===== src/rtl/pipe_flush_ctrl.sv =====
// Pipeline redirect/flush arbiter with load-use stall, multi-cycle op stall
// FSM and wrong-path fetch-response drop counter for the 5-stage core.
//
// Ports:
//   clk, rst_n                    clock, synchronous active-low reset
//   ex_redirect/ex_target         EX resolved mispredict or jump
//   id_redirect/id_target/id_pc   ID early redirect and current ID PC
//   id_rs1/id_rs2/id_use_rs*      ID source operands
//   ex_mem_r/ex_rd/ex_md          EX load, destination, multi-cycle op
//   fetch_rsp_valid               instruction memory response strobe
//   pc_redirect/pc_target         PC mux control
//   pc_stall/if_id_stall/id_ex_stall, if_id_flush/id_ex_flush
//   fetch_drop                    discard current fetch response
//   md_busy                       multi-cycle FSM in BUSY
module pipe_flush_ctrl #(
  parameter int PC_WIDTH   = 32,
  parameter int REG_ADDR_W = 5,
  parameter int FETCH_LAT  = 1,
  parameter int MD_LAT     = 4
) (
  input  logic                  clk,
  input  logic                  rst_n,
  input  logic                  ex_redirect,
  input  logic [PC_WIDTH-1:0]   ex_target,
  input  logic                  id_redirect,
  input  logic [PC_WIDTH-1:0]   id_target,
  input  logic [PC_WIDTH-1:0]   id_pc,
  input  logic [REG_ADDR_W-1:0] id_rs1,
  input  logic [REG_ADDR_W-1:0] id_rs2,
  input  logic                  id_use_rs1,
  input  logic                  id_use_rs2,
  input  logic                  ex_mem_r,
  input  logic [REG_ADDR_W-1:0] ex_rd,
  input  logic                  ex_md,
  input  logic                  fetch_rsp_valid,
  output logic                  pc_redirect,
  output logic [PC_WIDTH-1:0]   pc_target,
  output logic                  pc_stall,
  output logic                  if_id_stall,
  output logic                  id_ex_stall,
  output logic                  if_id_flush,
  output logic                  id_ex_flush,
  output logic                  fetch_drop,
  output logic                  md_busy
);

  localparam int MW = (MD_LAT > 1) ? $clog2(MD_LAT) : 1;
  localparam int DW = (FETCH_LAT > 0) ? $clog2(FETCH_LAT + 1) : 1;
  localparam bit MD_MULTI = (MD_LAT > 1);
  localparam logic [MW-1:0] MD_LOAD =
    MW'(MD_MULTI ? MD_LAT - 2 : 0);
  localparam logic [DW-1:0] DROP_LOAD = DW'(FETCH_LAT);

  typedef enum logic {IDLE, BUSY} md_state_e;

  md_state_e       state_q, state_d;
  logic [MW-1:0]   md_cnt_q, md_cnt_d;
  logic [DW-1:0]   drop_cnt_q, drop_cnt_d;

  logic busy;
  logic ex_acc;
  logic id_acc;
  logic redir;
  logic lu_hz;
  logic md_start;
  logic md_stall;

  always_comb begin
    busy   = (state_q == BUSY);
    // Correct path already sitting in ID: no redirect, ID redirect ignored.
    ex_acc = ex_redirect && (id_pc != ex_target);
    id_acc = !ex_redirect && id_redirect && !busy;
    redir  = ex_acc || id_acc;
    lu_hz  = ex_mem_r && (ex_rd != '0) &&
             ((id_use_rs1 && (id_rs1 == ex_rd)) ||
              (id_use_rs2 && (id_rs2 == ex_rd)));
    md_start = MD_MULTI && !busy && ex_md && !ex_redirect;
    // Last BUSY cycle (count 0) lets the op leave EX.
    md_stall = md_start || (busy && (md_cnt_q != '0));
  end

  always_comb begin
    state_d    = state_q;
    md_cnt_d   = md_cnt_q;
    drop_cnt_d = drop_cnt_q;
    unique case (state_q)
      IDLE: begin
        if (md_start) begin
          state_d  = BUSY;
          md_cnt_d = MD_LOAD;
        end
      end
      BUSY: begin
        if (md_cnt_q == '0) state_d = IDLE;
        else md_cnt_d = md_cnt_q - 1'b1;
      end
      default: state_d = IDLE;
    endcase
    // Reload, not accumulate: only responses since the latest redirect matter.
    if (redir) drop_cnt_d = DROP_LOAD;
    else if (fetch_rsp_valid && (drop_cnt_q != '0))
      drop_cnt_d = drop_cnt_q - 1'b1;
  end

  always_ff @(posedge clk) begin
    if (!rst_n) begin
      state_q    <= IDLE;
      md_cnt_q   <= '0;
      drop_cnt_q <= '0;
    end else begin
      state_q    <= state_d;
      md_cnt_q   <= md_cnt_d;
      drop_cnt_q <= drop_cnt_d;
    end
  end

  always_comb begin
    pc_redirect = rst_n && redir;
    unique case (1'b1)
      (rst_n && ex_acc): pc_target = ex_target;
      (rst_n && id_acc): pc_target = id_target;
      default:           pc_target = '0;
    endcase
    // Redirect beats load-use; the MD stall holds EX regardless.
    pc_stall    = rst_n && (md_stall || (lu_hz && !redir));
    if_id_stall = pc_stall;
    id_ex_stall = rst_n && md_stall;
    if_id_flush = rst_n && redir;
    id_ex_flush = rst_n &&
                  (ex_acc || (lu_hz && !redir && !md_stall));
    fetch_drop  = rst_n && (drop_cnt_q != '0) && fetch_rsp_valid;
    md_busy     = rst_n && busy;
  end

endmodule


===== config.mk =====
export PLATFORM = sky130hd
export DESIGN_NAME = pipe_flush_ctrl
export DESIGN_NICKNAME = d
export VERILOG_FILES = /design/src/rtl/pipe_flush_ctrl.sv
export SDC_FILE = /design/constraint.sdc
export NUM_CORES = 1
export LEC_CHECK = 0
export ABC_AREA = 1
export BUFFER_PORTS_ARGS = -buffer_cell sky130_fd_sc_hd__buf_2
export CORE_UTILIZATION = 32
export CTS_BUF_LIST = sky130_fd_sc_hd__clkbuf_8 sky130_fd_sc_hd__clkbuf_16
export CTS_CLUSTER_SIZE = 12
export DETAILED_ROUTE_END_ITERATION = 7
export GPL_TIMING_DRIVEN = 0
export PLACE_DENSITY = 0.78
export SETUP_SLACK_MARGIN = 0.4
export SLEW_MARGIN = 20
export SYNTH_ARGS = -nofsm -noshare
export SYNTH_HDL_FRONTEND = slang
export SYNTH_SLANG_ARGS = --single-unit

===== constraint.sdc =====
create_clock -name clk -period 1.3 [get_ports clk]
set_input_delay 0.26 -clock clk [delete_from_list [all_inputs] [get_ports clk]]
set_output_delay 0.26 -clock clk [all_outputs]
set_load 0.05 [all_outputs]

==> out/metrics.csv <==
stage,metric,value,unit
run_status,status,"complete, but fails checks",
run_status,violations in the final reports,setup timing,
detailed_routing,# DRC,0,
yosys,"count leader, synth",nand2_1,
yosys,"Avg Cell Area, Syn",5.125,um^2
job,Max Cap Violations,0,
yosys,Post-Synthesis Cells,282,
worst_setup_path,worst r2r src,md_cnt_q[0]$_SDFFE_PN0P_,
global_routing,number of global-route vias before repair,2370,
worst_setup_path,reg2reg setup slack,-0.12,ns
power_and_ir_drop,LEAKAGE,1.781,nW
worst_setup_path,Worst Path Required,1.04,ns
cts,CTS tree,yes,
yosys,post-synth top area cell,nand2_1,
finish,Ant. Diodes,0,
sta,fmax,0.5311,GHz
worst_setup_path,arrival time at the worst endpoint,1.62,ns
sta,Slew @ Worst Pin,0.2983,ns
finish,Layout Nets,578,
cts,CTS Sinks,4,
detailed_routing,wire length per cell,13.52,um
die,IO Pins,160,
worst_hold_path,Hold Crit Depth,3,
sta,"Hold Vio Cnt, Final",0,
worst_setup_path,CP startpoint kind,input port,
placed_design,RD Place Congestion,0.7869,
worst_setup_path,CP Capture Type,primary output,
sta,setup ws final,-0.5830,ns
die,Core ar.,4354,um^2
die,Die H,69.20,um
die,die area,4789,um^2
yosys,Mapped Area,1445,um^2
yosys,largest family of logic cells by synthesized area,simple AND/OR/NAND/NOR gates,
finish,final core occ,0.7618,
sta,"Slew Viols, Final",0,
global_routing,total gr overflow,0,
detailed_routing,DR iter-0 viols,74,
global_routing,All-Layer GR Usage,0.2621,
global_routing,largest net degree at the start of global routing,11,
die,Starting Density,0.3319,
cts,Clock Pin Slew Worst Setup and Hold Paths,0.03,ns
sta,RSZ-0062 raised after global routing,true,
sta,hold_ws,0.3466,ns
worst_hold_path,worst hold path class,input port to register,
yosys,Adder-Cell Fraction of Synth Area,0.008658,
yosys,number of enable flip-flop cells after synthesis,0,
power_and_ir_drop,P per Cell Area,488.8,nW/um^2
yosys,distinct cell type count after synthesis,19,
sta,relative slew slack,0.8009,
cts,H-tree levels,1,
detailed_routing,DR vias,2518,
yosys,multiplexer share of the synthesized area,0,
worst_setup_path,worst setup path category,input port to primary output,
global_routing,initial antenna violation count,0,
cts,Num CTS Buffers,3,
yosys,register area share after synthesis,0.05541,
worst_hold_path,Hold Path End,busy$_SDFF_PN0_,
die,chip width,69.20,um
sta,crit path time final,1.883,ns
detailed_routing,DR vias/cell,4.966,
yosys,"Primary FF master, synth",dfxtp_1,
power_and_ir_drop,Worst IR Drop VDD,0.5278,mV
yosys,Post-Synth Simple-Gate Area,0.5628,
yosys,fraction of the mapped netlist area in compound gates,0.04416,
finish,share of cells above drive strength 1,0.5934,
cts,worst skew pair latency,0.22,ns
detailed_routing,final wirelength,6.856,mm
yosys,most common library cells after synthesis,"123 x nand2_1, 34 x inv_1, 33 x nand4_1",
die,Rows,24,
placed_design,# port buffers,158,
worst_setup_path,CP max FO,6,
worst_setup_path,FF-to-FF End,md_cnt_q[1]$_SDFFE_PN0P_,
yosys,Synth top area share,0.3195,
detailed_routing,Routed Antenna Nets,0,
sta,Final Setup Violations,39,
yosys,Synth Net Count,403,
worst_setup_path,reg2reg path depth,10,
cts,Root Buffer,clkbuf_8,
yosys,register bit total from synthesis,4,
detailed_routing,First-pass DRT Iterations,4,
placed_design,hpwl dp,4.750,mm
cts,CTS Buffer Depth,2,
worst_hold_path,HP Start,ex_md,
yosys,fraction of registers with async set/reset,0,
sta,Final period util,1.448,
sta,clock skew,0.0002652,ns
global_routing,first-pass GRT wire length,10.45,mm
yosys,Area contributors post-synth,"nand2_1 32%, nand4_1 14%, xnor2_1 14%",
finish,area grow syn2layout,129.5,%
yosys,post-synthesis xor/xnor area fraction,0.1636,
yosys,Ys Warns,0,
[layout make-up]
cell class              count  area [um^2]
plain buffers              16        140.1
clock buffers               3        41.29
fillers                   320         1037
inverters                  34        133.9
multi-input cells         229         1635
flip-flops and latches      4        87.58
well taps                  52        65.06
repair buffers            169         1214
[power by group]
group          switching, W  internal [W]
logic              0.000677      0.000529
clock network     0.0000751      0.000198
registers        0.00000931      0.000132
[how the worst max path moves through the flow]
| stage | startpoint | endpoint | slack [ns] | depth (start not counted) |
|---|---|---|---|---|
| finish | id_pc[29] | pc_stall | -0.58 | 12 |
| global placement | id_pc[23] | pc_stall | -0.64 | 12 |
| CTS | md_cnt_q[0]$_SDFFE_PN0P_ | id_ex_flush | -0.56 | 9 |
| floorplan | id_pc[15] | pc_stall | -0.30 | 10 |
| detailed placement | id_pc[23] | pc_stall | -0.68 | 12 |
| global route | id_pc[29] | pc_target[4] | -0.67 | 11 |
[per-layer routing]
| metal | global-route usage | vias to the layer above | wire (um) |
|---|---|---|---|
| met3 | 0.04360 | 8 | 411 |
| met1 | 0.3023 | 1152 | 2637 |
| met5 | 0 | - | 0 |
| met4 | 0.03628 | 0 | 93 |
| met2 | 0.5081 | 119 | 3714 |
| li1 | - | 1239 | - |
[cell usage in the layout, fill, tap and decap left out, types with 3 or more instances in the layout]
cell | Yosys | layout
buf_2 | 8 | 115
nand2_1 | 123 | 81
buf_6 | 3 | 42
nand2_4 | 1 | 39
nand4_1 | 33 | 33
inv_1 | 34 | 27
buf_4 | 5 | 16
nor2_1 | 20 | 14
xnor2_1 | 23 | 13
buf_8 | 0 | 11
xnor2_2 | 0 | 8
nor2_4 | 0 | 6
o21ai_0 | 7 | 6
inv_2 | 0 | 5
nand2_2 | 0 | 5
xor2_1 | 4 | 4
nand3_1 | 7 | 4
nor2_2 | 3 | 3
clkbuf_8 | 0 | 3
dfxtp_2 | 0 | 3
[logic make-up (layout without fill, tap and decap cells)]
group / Yosys count / count (layout)
AOI/OAI and AO/OA: 12 / 12
xor gates and xnor gates: 27 / 27
adders and majority gates: 1 / 1
buffers and inverters: 50 / 222
DFF: 4 / 4
and+or+nand+nor: 188 / 189
[through the flow]
step | total power, W | cells | setup slack [ns] | cell area, um^2 | setup TNS, ns
after CTS | 0.001535 | 503 | -0.5552 | 3124 | -18.97
after detailed placement | 0.001114 | 492 | -0.6791 | 2654 | -23.77
after global placement | 0.001100 | 492 | -0.6389 | 2654 | -22.51
final | 0.001621 | 507 | -0.5830 | 3317 | -20.43
after global routing | 0.001709 | 507 | -0.6659 | 3317 | -23.81
after floorplan | 0.0007796 | 282 | -0.3045 | 1798 | -6.903
[registers in the layout, indices dropped and copies added, names as in the netlist]
signal and cells:
md_cnt_q 2, drop_cnt_q 1, busy 1
[critical path, cell delays in order]
cell     delay, ns
buf_2         0.12
xnor2_2       0.16
nand2_1       0.08
nor2_1        0.11
nand2_1       0.10
nor2_4        0.16
nand2_4       0.13
nand2_4       0.12
nand2_4       0.05
o21ai_4       0.08
buf_6         0.12
buf_8         0.13
[timing repair]
item,4_1_cts,5_1_grt
hold buffers,0,0
pin swaps,6,20
cloned,5,0
setup endpoints to repair,44,44
resized for setup,103,43
setup buffers,3,4
(Power assumes the default switching activity.)
